$ cat config.mk
export PLATFORM = sky130hd
export DESIGN_NAME = uart_tx_serializer
export DESIGN_NICKNAME = d
export VERILOG_FILES = /design/src/rtl/uart_tx_serializer.sv
export SDC_FILE = /design/constraint.sdc
export NUM_CORES = 1
export LEC_CHECK = 0
export BUFFER_PORTS_ARGS = -buffer_cell sky130_fd_sc_hd__buf_4
export CAP_MARGIN = 20
export CORE_MARGIN = 4
export CORE_UTILIZATION = 30
export CTS_CLUSTER_DIAMETER = 200
export DETAILED_ROUTE_END_ITERATION = 7
export HOLD_SLACK_MARGIN = 0.12
export PLACE_DENSITY_LB_ADDON = 0.08
export SYNTH_ARGS = -nofsm -noshare
export SYNTH_HDL_FRONTEND = slang
export SYNTH_SLANG_ARGS = --single-unit
$ cat constraint.sdc
create_clock -name CLK -period 5 [get_ports CLK]
set_clock_uncertainty 0.05 [all_clocks]
set_input_delay 0 -clock CLK [delete_from_list [all_inputs] [get_ports CLK]]
set_output_delay 0 -clock CLK [all_outputs]
set_load 0.01 [all_outputs]
$ cat src/rtl/uart_tx_serializer.sv
// uart_tx_serializer: valid/ready byte in, 8-data-bit LSB-first UART frame out on TX.
// Frame: start, 8 data bits, optional parity, STOP_BITS stop bits.
// Each bit is held for DIVISOR enabled clock cycles.
// Optional feature macro: UART_TX_PARITY_EN. When it is defined, a parity bit
// follows the data bits: even for PARITY_ODD=0, odd for PARITY_ODD=1.
module uart_tx_serializer #(
    parameter int unsigned CLK_HZ     = 100_000_000,
    parameter int unsigned BAUD       = 9600,
    parameter int unsigned STOP_BITS  = 1,
    parameter int unsigned PARITY_ODD = 0
) (
    input  logic       CLK,
    input  logic       RESET,
    input  logic       ENABLE,
    input  logic [7:0] TX_DATA,
    input  logic       TX_VALID,
    output logic       TX_READY,
    output logic       TX,
    output logic       BUSY
);

    localparam int unsigned DIVISOR = (CLK_HZ + (BAUD / 2)) / BAUD;
    localparam int unsigned CNT_W   = (DIVISOR > 2) ? $clog2(DIVISOR) : 1;
    localparam logic [CNT_W-1:0] CNT_LOAD  = CNT_W'(DIVISOR - 1);
    localparam logic [2:0]       LAST_STOP = 3'(STOP_BITS - 1);

    // PARITY is reachable only when the parity feature is compiled in
    typedef enum logic [2:0] {
        IDLE   = 3'd0,
        START  = 3'd1,
        DATA   = 3'd2,
        PARITY = 3'd3,
        STOP   = 3'd4
    } state_e;

    state_e           state_q, state_d;
    logic [CNT_W-1:0] cnt_q, cnt_d;
    logic [2:0]       bit_idx_q, bit_idx_d;
    logic [7:0]       shift_q, shift_d;
    logic             tx_q, tx_d;
    logic             ready_q, ready_d;
    logic             busy_q, busy_d;
    logic             par_c;

    // Parity over the latched byte; odd parity inverts the XOR reduction
    assign par_c = (^shift_q) ^ 1'(PARITY_ODD);

    // Next-state: accept in IDLE, otherwise count down the bit and advance on zero
    always_comb begin
        state_d   = state_q;
        cnt_d     = cnt_q;
        bit_idx_d = bit_idx_q;
        shift_d   = shift_q;
        tx_d      = tx_q;
        ready_d   = ready_q;
        busy_d    = busy_q;
        if (ENABLE) begin
            if (state_q == IDLE) begin
                if (TX_VALID && ready_q) begin
                    shift_d   = TX_DATA;
                    state_d   = START;
                    cnt_d     = CNT_LOAD;
                    bit_idx_d = 3'd0;
                    tx_d      = 1'b0;
                    ready_d   = 1'b0;
                    busy_d    = 1'b1;
                end
            end else if (cnt_q != '0) begin
                cnt_d = cnt_q - CNT_W'(1);
            end else begin
                cnt_d = CNT_LOAD;
                case (state_q)
                    START: begin
                        state_d   = DATA;
                        bit_idx_d = 3'd0;
                        tx_d      = shift_q[0];
                    end
                    DATA: begin
                        if (bit_idx_q == 3'd7) begin
                            bit_idx_d = 3'd0;
`ifdef UART_TX_PARITY_EN
                            state_d   = PARITY;
                            tx_d      = par_c;
`else
                            state_d   = STOP;
                            tx_d      = 1'b1;
`endif
                        end else begin
                            bit_idx_d = bit_idx_q + 3'd1;
                            tx_d      = shift_q[bit_idx_q + 3'd1];
                        end
                    end
                    PARITY: begin
                        state_d   = STOP;
                        bit_idx_d = 3'd0;
                        tx_d      = 1'b1;
                    end
                    STOP: begin
                        if (bit_idx_q == LAST_STOP) begin
                            state_d   = IDLE;
                            bit_idx_d = 3'd0;
                            cnt_d     = '0;
                            tx_d      = 1'b1;
                            ready_d   = 1'b1;
                            busy_d    = 1'b0;
                        end else begin
                            bit_idx_d = bit_idx_q + 3'd1;
                        end
                    end
                    default: begin
                        state_d   = IDLE;
                        bit_idx_d = 3'd0;
                        cnt_d     = '0;
                        tx_d      = 1'b1;
                        ready_d   = 1'b1;
                        busy_d    = 1'b0;
                    end
                endcase
            end
        end
    end

    // State and output registers; reset aborts any frame and idles the line high
    always_ff @(posedge CLK or negedge RESET) begin
        if (!RESET) begin
            state_q   <= IDLE;
            cnt_q     <= '0;
            bit_idx_q <= 3'd0;
            shift_q   <= 8'd0;
            tx_q      <= 1'b1;
            ready_q   <= 1'b1;
            busy_q    <= 1'b0;
        end else begin
            state_q   <= state_d;
            cnt_q     <= cnt_d;
            bit_idx_q <= bit_idx_d;
            shift_q   <= shift_d;
            tx_q      <= tx_d;
            ready_q   <= ready_d;
            busy_q    <= busy_d;
        end
    end

    assign TX       = tx_q;
    assign TX_READY = ready_q;
    assign BUSY     = busy_q;

endmodule

### After elaboration in Yosys (flattened, before gate mapping)

Index checks and enable logic that the tools add are counted.

| operators by class | value |
|---|---|
| mux-type cells | 33 |
| add/subtract/negate cells | 2 |
| equality and inequality tests | 10 |
| $lt $le $gt $ge | 1 |
| reduce and logical (&&, ||, !) cells | 11 |

Operator list:

| cell | count |
|---|---|
| $mux W14 | 4 |
| $mux W3 | 10 |
| $pmux W14 S2 | 1 |
| $reduce_bool A14 Y1 | 1 |
| $sub A14 B1 Y14 const B | 1 |
| $mux W1 | 12 |
| $pmux W3 S4 | 1 |
| $reduce_and A5 Y1 | 2 |
| $eq A3 B2 Y1 const B | 2 |
| $eq A3 B3 Y1 const B | 2 |
| $logic_not A3 Y1 | 2 |
| $ne A3 B3 Y1 const B | 2 |
| $pmux W3 S2 | 1 |
| $reduce_and A3 Y1 | 2 |
| $lt A3 B4 Y1 const B | 1 |
| $ne A2 B1 Y1 const B | 2 |
| $pmux W1 S2 | 2 |
| $reduce_and A4 Y1 | 1 |
| $add A3 B1 Y3 const B | 1 |
| $bmux W1 S3 | 1 |
| $eq A3 B1 Y1 const B | 1 |
| $pmux W1 S3 | 1 |
| $reduce_or A3 Y1 | 1 |
| $ne A2 B2 Y1 const B | 1 |
| 2 further kinds | 2 |

| word-level totals | value |
|---|---|
| output and inout port bits | 3 |
| logic and storage cells | 64 |
| register bits | 31 |
| input bits | 12 |

### Depth between registers and ports, before layout

| depth | value |
|---|---|
| word-level depth | 7 |
| mapped depth | 7 |
| gate-level depth less buffers | 7 |

### Worst setup path before layout

Ideal clock, no wire load.

| timing | value |
|---|---|
| kind | reg-to-reg |
| start | reg cnt_q[0] |
| end | reg tx_q (netlist: TX) |
| required time | 4868 ps |
| slack | 2799 ps |
| library setup time | 82 ps |
| arrival | 2068 ps |
| period minus slack after synthesis | 2201 ps |
| cell stages (with the launch flop) | 8 |
| path buffers | 0 |
| cell sequence | dfrtp_1 > inv_1 > ha_1 > or4b_4 > nor3_4 > a21oi_2 > or3_1 > mux2_4 |

| on the way | value |
|---|---|
| cells in the longest elaborated chain, start to end | 3 |

RTL lines:

| element | line | source |
|---|---|---|
| start: declaration | 37 | `logic [CNT_W-1:0] cnt_q, cnt_d;` |
| start signal: assignment | 135 | `cnt_q <= cnt_d;` |
| $reduce_bool A14 Y1 | 68 | `end else if (cnt_q != '0) begin` |
| $ne A2 B2 Y1 (no source line) | n/a |  |
| $reduce_and A4 Y1 (no source line) | n/a |  |
| end signal: assignment | 138 | `tx_q <= tx_d;` |
| end: declaration | 40 | `logic tx_q, tx_d;` |

Every way passes these cells.
A chain may end at the register's enable or synchronous reset.

### Worst setup path after layout

Same ends and word-level chain as after synthesis.

==> summary.md <==
| Metric | Value |
|---|---|
| Top-area cell type share of the netlist area | between 40% and 50% |
| DR pass1 iterations | 4 |
| Count leader, synth | dfrtp_1 |
| Clk root buf | clkbuf_8 |
| Total CTS buffers | 5 |
| Critical path startpoint category | register |
| Post-synth net total | around 180 |
| Outcome | complete, no violations |
| Setup ws final | between 2 and 3 ns |
| First-pass GRT wire length | 6575 um |
| RSZ-0062 raised after global routing | false |
| M1 WL | 1903 um |
| DR vias | 1277 |
| Die area | a little under 7000 um^2 |
| Met2 wire length | ~1600 um |
| CTS tree | built |
| Yosys cell types | 44 |
| Final Cycle Share | between 40% and 50% |
| Setup TNS | 0 ns |
| Synthesized cell area | roughly 1600 um^2 |
| Critical Path AT | 2.52 ns |
| DR vias/cell | around 5.0 |
| Largest net degree at the start of global routing | 32 |
| Min cycle time layout | about 2.4 ns |
| Slew HR | 58.44% |
| Initial antenna violation count | 0 |
| Ys async rst share | 100.0% |
| Die H | around 82 um |
| Starting Density | about a third |
| Critical-path maximum fanout | 8 |
| Pleak | just under 1 nW |
| Worst Max-Slew Pin Slew | 0.6234 ns |
| # rows | 26 |
| R2R Setup Slk | 2.64 ns |
| Post-synthesis register bit count | 31 |
| WS Path Type | reg -> reg |
| Synth warn | 0 |
| Fmax | approximately 0.42 GHz |
| Layout cells sized above 1 | between 20% and 30% |
| Synthesis-to-finish area growth | 23.69% |
| Core Util, Final | between 30% and 40% |
| Non-Filler Instances | between 200 and 300 |
| Cells after Synth | 160 |
| Chip width | about 82 um |
| Detailed Route WL | ~3700 um |
| Worst Reg-to-Reg Cells | 7 |
| Number of max-cap violations | 0 |
| Dpl hpwl | around 2600 um |
| Top FF cell, synth | dfrtp_1 |
| Cell taking the most area after synthesis | dfrtp_1 |
| Class of the worst hold path | in -> async |
| Setup Fix Bufs, Post-CTS | 0 |
| Setup-violating endpoint count in the final report | 0 |
| Dpl cells | around 240 |
| WP data required | 5.16 ns |
| Iter 0 DRT Violations | 66 |
| Top routing layer in use | met4 |
| Core region area | about 5200 um^2 |
| GRT Overall Usage | 13.04% |
| Reg2reg start | cnt_q[0] |
| I/O pin total | 15 |
| Vias in the first global route | 1300 |
| Post-synth top cells | 29 x dfrtp_1, 22 x nor2_1, 11 x nand2_1, 10 x o21ai_0 |
| Seq/Total Area, Yosys | roughly 47% |
| Final #Nets | around 200 |
| I/O Buffers | 14 |
| Routed Antenna Nets | 0 |
| CTS clk-pin slew, worst paths | ~0.070 ns |
| DRC Markers | 0 |
| Routed wl met3 | around 140 um |
| RR Endpoint | TX |
| Hold Vio Cnt, Final | 0 |
| Top cells by area, synth | dfrtp_1 44%, mux2_2 6.2%, nor2_1 5.0% |
| Syn_area_per_cell | 10.30 um^2 |
| Final instance area | 2038 um^2 |
| Total clock sinks | 31 |
| Placed cell areas | 1821 um^2 |
| Power density over cell area | 257.6 nW/um^2 |
| Worst IR Drop VDD | roughly 0.000097 V |
| Drt wl/cell | ~14 um |
| RD Place Congestion | around 0.8 |
| Max Buffers Root-to-Sink | 2 |
| Htree depth | 2 |
| Crit. End Element | register |
| ANT cells | 0 |
| Place WS | 2.650 ns |
| Clk Latency, worst-skew pair | roughly 0.28 ns |
| Final Max Tran Viols | 0 |
| Post-synth EDFFs | 0 |
| GRT Residual Overflow | 0 |
## report_power, final
part / internal, mW / total (mW) / leakage [nW] / switching, mW
registers: 0.251 / 0.251 / 0.416 / 0
clock network: 0.161 / 0.256 / 0.0612 / 0.0946
logic: 0.0106 / 0.0184 / 0.511 / 0.00778
total: 0.423 / 0.525 / 0.987 / 0.102
## cells in the final DEF, fill, tap and decap left out, types with 3 or more instances in the layout
cell type       n
clkbuf_8        6
ha_1            4
dlygate4sd3_1  10
or3_1           5
dfrtp_1        29
nor2_1         22
inv_1           5
mux2_2          9
o21ai_0        10
mux2i_1         3
xnor2_1         5
a21o_1          3
buf_4          14
nand2_1        11
nor3_1          9
## worst max-delay path, stage by stage (launching register included)
cell and delay, ns:
dfrtp_1 0.39, inv_1 0.10, ha_1 0.19, or4b_4 0.51
nor3_4 0.19, a21oi_2 0.15, or3_1 0.41, mux2_4 0.30
## flip-flops by register name, summed over array words and instances (netlist names)
name and count:
cnt_q 14, shift_q 8, bit_idx_q 3, state_q 3, BUSY 1, TX 1
TX_READY 1
## area by class of cell
type	instances	area, um^2
Fill cell	549	3167
Multi-Input combinational cell	119	830.8
Sequential cell	31	778.2
Timing Repair Buffer	24	205.2
Tap cell	70	87.58
Clock buffer	6	82.58
Clock inverter	2	35.03
Inverter	5	18.77
## per-layer routing
metal	track usage (%)	up-vias
met4	3.987	0
met1	17.36	629
met5	0	-
met3	4.230	6
met2	20.11	22
li1	-	620
## kinds of logic (layout without fill, tap and decap cells)
family	count (synthesis)	after routing	share of synthesized area, %
adder cells (fa/ha/maj)	4	4	3.037
flip-flops	31	31	47.23
XOR/XNOR	7	7	3.721
buffers and inverters	10	37	2.353
AND/OR/NAND/NOR	67	67	21.41
multiplexers	15	15	11.62
AO/OA/AOI/OAI	26	26	10.63
## repair_timing
action / 4_1_cts / 5_1_grt
hold endpoints to repair: 40 / 0
hold buffers: 10 / 0
endpoints found under the setup margin: 0 / 0
resized for setup: 0 / 0
## worst max path at each step
stage / to / from / cells past startpoint
4_1_cts: TX / cnt_q[0] / 7
3_3_place_gp: TX / cnt_q[0] / 7
3_5_place_dp: TX / cnt_q[0] / 7
5_1_grt: TX / cnt_q[0] / 7
2_1_floorplan: TX / cnt_q[0] / 7
6_report: TX / cnt_q[0] / 7
## through the flow
step | power, mW | hold slack, ns
after CTS | 0.5374 | 0.1599
final | 0.5250 | 0.1484
after global routing | 0.5498 | 0.1883
after global placement | 0.2678 | -0.08967
after floorplan | 0.2557 | -0.3456
after detailed placement | 0.2683 | -0.07737
Power figures use the tool's default switching activity.
